File: src/rtl/multicycle_ctrl.sv
// Control FSM for the multi-cycle RV32I core.
// Walks each instruction through IF/ID/EXE/MEM/WB and decodes every datapath
// enable and select from the current state plus the IR opcode/funct fields.
// It also keeps a sticky illegal-instruction flag and a retired-instruction counter.
module multicycle_ctrl #(
    parameter logic [6:0] HALT_OPCODE = 7'h7f,
    parameter int         CNT_W       = 32
) (
    input  logic             CLK,
    input  logic             Reset,
    input  logic [6:0]       opcode,
    input  logic [2:0]       funct3,
    input  logic             funct7b5,
    input  logic             zero,
    input  logic             lt,
    input  logic             ltu,
    input  logic             dmem_rdy,
    output logic             PCWre,
    output logic [1:0]       PCSrc,
    output logic             IRWre,
    output logic             RegWre,
    output logic             ExtSel,
    output logic             ALUSrcA,
    output logic             ALUSrcB,
    output logic [3:0]       ALUOp,
    output logic             MemRd,
    output logic             MemWr,
    output logic [1:0]       WBSel,
    output logic [2:0]       state,
    output logic             illegal,
    output logic [CNT_W-1:0] inst_cnt
);

    typedef enum logic [2:0] {
        S_IF   = 3'd0,
        S_ID   = 3'd1,
        S_EXE  = 3'd2,
        S_MEM  = 3'd3,
        S_WB   = 3'd4,
        S_HALT = 3'd7
    } state_t;

    localparam logic [6:0] OPC_LUI    = 7'b0110111;
    localparam logic [6:0] OPC_AUIPC  = 7'b0010111;
    localparam logic [6:0] OPC_JAL    = 7'b1101111;
    localparam logic [6:0] OPC_JALR   = 7'b1100111;
    localparam logic [6:0] OPC_BRANCH = 7'b1100011;
    localparam logic [6:0] OPC_LOAD   = 7'b0000011;
    localparam logic [6:0] OPC_STORE  = 7'b0100011;
    localparam logic [6:0] OPC_OPIMM  = 7'b0010011;
    localparam logic [6:0] OPC_OP     = 7'b0110011;

    localparam logic [3:0] ALU_ADD   = 4'd0;
    localparam logic [3:0] ALU_SUB   = 4'd1;
    localparam logic [3:0] ALU_SLL   = 4'd2;
    localparam logic [3:0] ALU_SLT   = 4'd3;
    localparam logic [3:0] ALU_SLTU  = 4'd4;
    localparam logic [3:0] ALU_XOR   = 4'd5;
    localparam logic [3:0] ALU_SRL   = 4'd6;
    localparam logic [3:0] ALU_SRA   = 4'd7;
    localparam logic [3:0] ALU_OR    = 4'd8;
    localparam logic [3:0] ALU_AND   = 4'd9;
    localparam logic [3:0] ALU_PASSB = 4'd10;

    localparam logic [1:0] PC_SEQ = 2'd0;
    localparam logic [1:0] PC_IMM = 2'd1;
    localparam logic [1:0] PC_ALU = 2'd2;

    state_t     state_r;
    logic       is_lui_s, is_auipc_s, is_jal_s, is_jalr_s, is_branch_s;
    logic       is_load_s, is_store_s, is_opimm_s, is_op_s, is_halt_s;
    logic       legal_s, taken_s, ext_s, srca_s, srcb_s;
    logic [3:0] aluop_s;

    assign state = state_r;

    // Opcode class flags, legality and branch condition from IR fields and ALU flags.
    always_comb begin
        is_lui_s    = (opcode == OPC_LUI);
        is_auipc_s  = (opcode == OPC_AUIPC);
        is_jal_s    = (opcode == OPC_JAL);
        is_jalr_s   = (opcode == OPC_JALR);
        is_branch_s = (opcode == OPC_BRANCH);
        is_load_s   = (opcode == OPC_LOAD);
        is_store_s  = (opcode == OPC_STORE);
        is_opimm_s  = (opcode == OPC_OPIMM);
        is_op_s     = (opcode == OPC_OP);
        is_halt_s   = (opcode == HALT_OPCODE);
        legal_s     = is_lui_s | is_auipc_s | is_jal_s | is_jalr_s | is_load_s |
                      is_store_s | is_opimm_s | is_op_s |
                      (is_branch_s & (funct3 != 3'b010) & (funct3 != 3'b011));
        case (funct3)
            3'b000:  taken_s = zero;
            3'b001:  taken_s = ~zero;
            3'b100:  taken_s = lt;
            3'b101:  taken_s = ~lt;
            3'b110:  taken_s = ltu;
            3'b111:  taken_s = ~ltu;
            default: taken_s = 1'b0;
        endcase
    end

    // ALU operand selects, opcode and immediate extension for the current instruction.
    always_comb begin
        ext_s   = ~(is_lui_s | is_auipc_s);
        srca_s  = is_auipc_s | is_jal_s;
        srcb_s  = ~(is_op_s | is_branch_s);
        aluop_s = ALU_ADD;
        if (is_op_s || is_opimm_s) begin
            case (funct3)
                3'b000:  aluop_s = (is_op_s && funct7b5) ? ALU_SUB : ALU_ADD;
                3'b001:  aluop_s = ALU_SLL;
                3'b010:  aluop_s = ALU_SLT;
                3'b011:  aluop_s = ALU_SLTU;
                3'b100:  aluop_s = ALU_XOR;
                3'b101:  aluop_s = funct7b5 ? ALU_SRA : ALU_SRL;
                3'b110:  aluop_s = ALU_OR;
                3'b111:  aluop_s = ALU_AND;
                default: aluop_s = ALU_ADD;
            endcase
        end else if (is_branch_s) begin
            aluop_s = ALU_SUB;
        end else if (is_lui_s) begin
            aluop_s = ALU_PASSB;
        end else begin
            aluop_s = ALU_ADD;
        end
    end

    // Datapath control decode; PCWre doubles as the retire pulse for the counter.
    always_comb begin
        PCWre   = 1'b0;
        PCSrc   = PC_SEQ;
        IRWre   = 1'b0;
        RegWre  = 1'b0;
        ExtSel  = 1'b0;
        ALUSrcA = 1'b0;
        ALUSrcB = 1'b0;
        ALUOp   = ALU_ADD;
        MemRd   = 1'b0;
        MemWr   = 1'b0;
        WBSel   = 2'd0;
        // Immediate/ALU selects stay constant once IR holds the instruction.
        if (state_r inside {S_ID, S_EXE, S_MEM, S_WB}) begin
            ExtSel  = ext_s;
            ALUSrcA = srca_s;
            ALUSrcB = srcb_s;
            ALUOp   = aluop_s;
        end else begin
            ExtSel  = 1'b0;
        end
        case (state_r)
            S_IF:  IRWre = 1'b1;
            S_ID:  IRWre = 1'b0;
            S_EXE: begin
                if (is_branch_s) begin
                    PCWre = 1'b1;
                    PCSrc = taken_s ? PC_IMM : PC_SEQ;
                end else begin
                    PCWre = 1'b0;
                end
            end
            S_MEM: begin
                if (is_load_s) begin
                    MemRd = 1'b1;
                end else if (is_store_s) begin
                    MemWr = 1'b1;
                    PCWre = dmem_rdy;
                end else begin
                    MemRd = 1'b0;
                end
            end
            S_WB: begin
                RegWre = 1'b1;
                PCWre  = 1'b1;
                if (is_jal_s) begin
                    PCSrc = PC_IMM;
                end else if (is_jalr_s) begin
                    PCSrc = PC_ALU;
                end else begin
                    PCSrc = PC_SEQ;
                end
                if (is_load_s) begin
                    WBSel = 2'd1;
                end else if (is_jal_s || is_jalr_s) begin
                    WBSel = 2'd2;
                end else begin
                    WBSel = 2'd0;
                end
            end
            S_HALT:  PCWre = 1'b0;
            default: PCWre = 1'b0;
        endcase
    end

    // Instruction sequencing and the sticky illegal flag.
    always_ff @(posedge CLK or negedge Reset) begin
        if (!Reset) begin
            state_r <= S_IF;
            illegal <= 1'b0;
        end else begin
            case (state_r)
                S_IF: state_r <= S_ID;
                S_ID: begin
                    if (is_halt_s) begin
                        state_r <= S_HALT;
                    end else if (!legal_s) begin
                        state_r <= S_HALT;
                        illegal <= 1'b1;
                    end else begin
                        state_r <= S_EXE;
                    end
                end
                S_EXE: begin
                    if (is_branch_s) begin
                        state_r <= S_IF;
                    end else if (is_load_s || is_store_s) begin
                        state_r <= S_MEM;
                    end else begin
                        state_r <= S_WB;
                    end
                end
                S_MEM: begin
                    if (dmem_rdy) begin
                        state_r <= is_load_s ? S_WB : S_IF;
                    end else begin
                        state_r <= S_MEM;
                    end
                end
                S_WB:    state_r <= S_IF;
                S_HALT:  state_r <= S_HALT;
                default: state_r <= S_IF;
            endcase
        end
    end

    // Retired-instruction counter, bumped on the PC update that ends each instruction.
    always_ff @(posedge CLK or negedge Reset) begin
        if (!Reset) begin
            inst_cnt <= {CNT_W{1'b0}};
        end else if (PCWre) begin
            inst_cnt <= inst_cnt + {{(CNT_W-1){1'b0}}, 1'b1};
        end else begin
            inst_cnt <= inst_cnt;
        end
    end

endmodule

File: config.mk
export PLATFORM = sky130hd
export DESIGN_NAME = multicycle_ctrl
export DESIGN_NICKNAME = d
export VERILOG_FILES = /design/src/rtl/multicycle_ctrl.sv
export SDC_FILE = /design/constraint.sdc
export NUM_CORES = 1
export LEC_CHECK = 0
export ABC_AREA = 1
export CAP_MARGIN = 20
export CORE_ASPECT_RATIO = 0.5
export CORE_UTILIZATION = 56
export CTS_BUF_LIST = sky130_fd_sc_hd__clkbuf_8
export DETAILED_ROUTE_END_ITERATION = 8
export PLACE_DENSITY = 0.95
export SLEW_MARGIN = 15
export SYNTH_ARGS = -nofsm -noshare
export SYNTH_HDL_FRONTEND = slang
export SYNTH_SLANG_ARGS = --single-unit
File: constraint.sdc
create_clock -name CLK -period 3.4 [get_ports CLK]
set_clock_uncertainty 0.15 [all_clocks]
set_input_delay 1.02 -clock CLK [delete_from_list [all_inputs] [get_ports CLK]]
set_output_delay 1.02 -clock CLK [all_outputs]
set_load 0.01 [all_outputs]
=== Word-level counts from Yosys, hierarchy flattened ===
Index checks and enable logic that the tools add are counted.

* Bits in registers: 36
* Output and inout port bits: 52
* Logic and storage cells: 92
* Input port bits: 17

* Reduce and logical (&&, ||, !) cells: 8
* Bitwise operators: 19
* Add/sub/neg operators: 1
* Mux-type cells: 37
* Equality and inequality tests: 24

{| class="wikitable"
|+ Operators with widths
! cell !! number
|-
| adder 32 x 1 -> 32 bit, second input constant || 1
|-
| case mux 4 bit (8 select lines) || 1
|-
| equality test 7 bit, second input constant || 4
|-
| equality test 7 x 6 -> 1 bit, second input constant || 3
|-
| equality test 3 bit, second input constant || 6
|-
| 2-to-1 mux 3 bit || 6
|-
| 2-to-1 mux 1 bit || 17
|-
| 2-to-1 mux 4 bit || 4
|-
| case mux 3 bit (5 select lines) || 1
|-
| equality test 7 x 5 -> 1 bit, second input constant || 2
|-
| equality test 3 x 2 -> 1 bit, second input constant || 4
|-
| 2-to-1 mux 2 bit || 5
|-
| bitwise OR 1 bit || 10
|-
| equality test 7 x 2 -> 1 bit, second input constant || 1
|-
| inverter 1 bit || 7
|-
| equality test 3 x 1 -> 1 bit, second input constant || 2
|-
| logical NOT 3 bit || 2
|-
| inequality test 3 x 2 -> 1 bit, second input constant || 2
|-
| case mux 1 bit (6 select lines) || 1
|-
| case mux 2 bit (2 select lines) || 1
|-
| nonzero test 4 bit || 1
|-
| logical OR 1 bit || 3
|-
| case mux 1 bit (3 select lines) || 1
|-
| AND reduction 3 bit || 1
|-
| other kinds (2) || 3
|}

=== Logic depth before layout (Yosys ltp) ===
* Depth in word-level cells: 12
* Mapped depth: 10
* Gate-level depth less buffers: 10

=== Worst setup path after synthesis ===
Ideal clock, no wire load.

* Kind: input to output
* Start point: in opcode[1]
* End point: out ALUOp[1]
* Stages on the path: 6
* Buffers on the path: 0
* Required time: 2.230 ns
* Slack: 0.315 ns
* Arrival: 1.915 ns
* Cells stage by stage: nand2_1 -> inv_1 -> nand3_2 -> nor2_1 -> o21ai_0 -> a21oi_1

* Longest elaborated chain between the ends: 5
* Elaborated cells between the ends (all ways): 9
* Classes of those cells: 4 x eq/ne; 4 x mux; 1 x reduce/logical

{| class="wikitable"
|+ Ends and longest elaborated chain
! what !! line !! source
|-
| start: declaration || 11 || <nowiki>input logic [6:0] opcode,</nowiki>
|-
| equality test 7 x 6 -> 1 bit || 79 || <nowiki>is_lui_s = (opcode == OPC_LUI);</nowiki>
|-
| 2-to-1 mux 4 bit || 123 || <nowiki>end else if (is_lui_s) begin</nowiki>
|-
| 2-to-1 mux 4 bit || 121 || <nowiki>end else if (is_branch_s) begin</nowiki>
|-
| 2-to-1 mux 4 bit * || 109 || <nowiki>if (is_op_s || is_opimm_s) begin</nowiki>
|-
| 2-to-1 mux 4 bit * || 144 || <nowiki>if (state_r inside {S_ID, S_EXE, S_MEM, S_WB}) begin</nowiki>
|-
| end: declaration || 25 || <nowiki>output logic [3:0] ALUOp,</nowiki>
|}

Mark *: on every way between the ends. The rest lies on a longest branch, timed or not.

=== Worst setup path in the final report ===
* Start point: in opcode[2]
* End point: out WBSel[0]

* Longest elaborated chain between the ends: 3

{| class="wikitable"
|+ Ends and longest elaborated chain
! what !! line !! source
|-
| equality test 7 x 2 -> 1 bit || 84 || <nowiki>is_load_s = (opcode == OPC_LOAD);</nowiki>
|-
| 2-to-1 mux 2 bit || 183 || <nowiki>if (is_load_s) begin</nowiki>
|-
| 2-to-1 mux 2 bit || 152 || <nowiki>case (state_r)</nowiki>
|-
| end: declaration || 28 || <nowiki>output logic [1:0] WBSel,</nowiki>
|}

Every way passes these cells.

==> impl_metrics.ini <==
[run_status]
status = finished clean

[timing]
clock.fmax_ghz = 0.2944
timing.setup.tns_ps = 0
setup_slack_ps = 3.685
worstMarginPinSlew_ps = 800.5
period_share_pct = 99.89
grt_setup_unrepaired = true
maxSlewHeadroom_pct = 46.64
slew_violations = 0
period_needed_ps = 3396
finalSetupViolations = 0
hold_viol = 0

[clock_tree]
htree_levels = 2
tritoncts = done
cts_buffer_depth = 2
numCtsBuffers = 5
cts_sinks = 36
clkSlewWorstSetupHoldPaths_ps = 70
clk-insertion-delay-late_ps = 290
root_buffer = clkbuf_8
ctsHoldBuffers = 0

[power_and_ir_drop]
switching_share_pct = 21.59
ir_worst_vdd_v = 0.0001714
p_sw_uw = 198.3
internal_power_uw = 720.4
power.density_nw_per_um2 = 232.4
leakage_uw = 0.001927
totalPowerFinal_uw = 918.7
clkPwrFrac_pct = 45.1
pwr-share-seq_pct = 46.6
pwr-share-comb_pct = 8.3

[synthesis]
synth_area_um2 = 2902
synth-compound-area-share_pct = 3.407
async_flop_share_pct = 100.0
yosysTopAreaCell = dfrtp_1
syn_avg_cell_area_um2 = 6.045
synth.most_common_cell = nand2_1
yosys.area_share.xor_xnor_pct = 4.226
synth_common_cells = nand2_1, nor2_1, nand3_1
synthMuxAreaShare_pct = 0
syn-num-nets = 498
synth_flop_cell = dfrtp_1
yosys.cell_types.count = 27
ys_top_cells_by_area = dfrtp_1, nand2_1, nand3_1, nor2_1, inv_1
yosys.area_share.simple_pct = 51.36
yosys.area_share.adder_pct = 0.4312
yosysWarnings = 0
ys_seq_elements = 36
synth-edff-count = 0
synth_top_family_by_area = simple AND/OR/NAND/NOR gates
postSynthCellCount = 480
ys_seq_area_share_pct = 31.05
synth_top_cell_area_share_pct = 31.05

[global_routing]
antenna_found_initial = 0
grt_start_max_net_pins = 37
grt_pass1_wl_mm = 13.77
grt_use_total_pct = 32.05
grt_overflow = 0
grt_pass1_vias = 3043

[drt]
dr.pass1.iters = 5
via_per_inst = 5.360
drtIter0Drc = 189
drt_wl_total_mm = 8.466
drtAntennaViolNets = 0
drc = 0
wire_per_inst_um = 13.09
via_count = 3468

[layout]
area_growth_pct = 36.27
fillCellCount = 371
drive_gt1_share_pct = 14.38
num-nets-final = 594
n_antenna_cell = 0
layout.cells.non_filler = 647

[die]
die_h_um = 52.90
core_area_um2 = 4955
row_count = 18
ios = 69
die_area_um2 = 5491
initial_core_util_pct = 58.56
die_width_um = 103.8

[worst_setup_path]
cp.required_ps = 2230
path_max_fanout = 5
reg2reg_depth = 10
reg2reg_from = inst_cnt[0]$_DFFE_PN0P_
crit_chain = clkdlybuf4s15_1, inv_2, nand3_4, buf_4, nor2_2, inv_1, nor2_1, clkdlybuf4s15_2
end_kind = output port
criticalPathCategory = in -> out
slowest_delay_ps = 230
crit_slowest_cell = clkdlybuf4s15_1
cp-start-kind = primary input
cp.arrival_ps = 2230
critPathLaunch = opcode[2]

[hold_path]
whs_path_depth = 2
worstHoldStart = illegal$_DFFE_PN0P_
min_path_type = reg -> reg

[placement]
gp_congestion = 0.9585
dp_cells = 638
dpl.hpwl_mm = 6.096
port_buffers = 68
place_ws_ps = -643.2

[flow_run]
drv_cap = 0
-- state kept, by name, summed over array words and instances (netlist names) --
register  flops
inst_cnt     32
state         3
illegal       1
-- logic make-up after synthesis --
| logic type | after synthesis |
|---|---|
| simple gates | 347 |
| buf+inv | 65 |
| flops | 36 |
| compound gates | 17 |
| xor+xnor | 14 |
| fa+ha+maj | 1 |
-- final cells by class --
cell class,count,area [um2],area share (%)
clock buffer,7,96.34,2.437
timing repair buffer,99,848.3,21.46
inverter,55,206.4,5.222
clock inverter,1,30.03,0.7595
sequential,36,900.9,22.78
tap,70,87.58,2.215
multi-input combinational,379,1784,45.13
-- placed cells by master (no fill, tap or decap), types with 7 or more instances in the layout --
cell             netlist  routed
buf_4                  1      31
dlygate4sd2_1          0      13
inv_1                 53      47
clkbuf_8               0       7
xor2_1                10      10
nand2_1              197     195
nand3_1               59      58
inv_2                  2       8
dfrtp_1               36      36
clkdlybuf4s50_1        0      43
nor2_1                66      62
-- critical path: cells and delay by family --
kind                   cells  cell delay, ps
buffers and inverters      5             860
AND/OR/NAND/NOR            3             340
-- path summary, 6_finish.rpt --
kind	endpoint	slack [ps]
worst max register to register	inst_cnt[30]$_DFFE_PN0P_	1370
worst min register to register	illegal$_DFFE_PN0P_	340
max in group asynchronous	inst_cnt[19]$_DFFE_PN0P_	1930
worst max-delay path	WBSel[0]	4
min in group asynchronous	inst_cnt[9]$_DFFE_PN0P_	660
worst min-delay path	illegal$_DFFE_PN0P_	340
-- layer usage --
metal | routed length, um | global-route usage (%) | part of all wire, % | vias up
met5 | 0 | 0 | 0 | -
met4 | 200 | 10.24 | 2.4 | 0
met3 | 836 | 7.512 | 9.9 | 26
met2 | 3991 | 56.49 | 47 | 196
met1 | 3438 | 40.02 | 41 | 1559
li1 | - | - | - | 1687
-- power by group through the flow --
stage	Sequential, uW	Clock, uW	Combinational (uW)
finish	428	414	76.6
floorplan	436	0	20.9
detailed placement	436	0	73.3
global route	428	439	83.2
CTS	428	414	74.2
global placement	436	0	72.0
-- per-stage QoR --
step | area (um2) | hold slack [ps] | utilization, %
floorplan | 2902 | 350.3 | -
global placement | 3820 | 306.2 | 77.10
detailed placement | 3820 | 315.0 | 77.10
CTS | 3960 | 335.0 | 79.92
global route | 3954 | 358.7 | 79.80
finish | 3954 | 336.7 | 79.80
-- what timing repair did --
item / 4_1_cts / 5_1_grt
buffers inserted: 1 / 0
resized for setup: 57 / 16
pin swaps: 6 / 0
endpoints found under the setup margin: 14 / 11
Note: power is estimated with default switching activity, not from simulation.
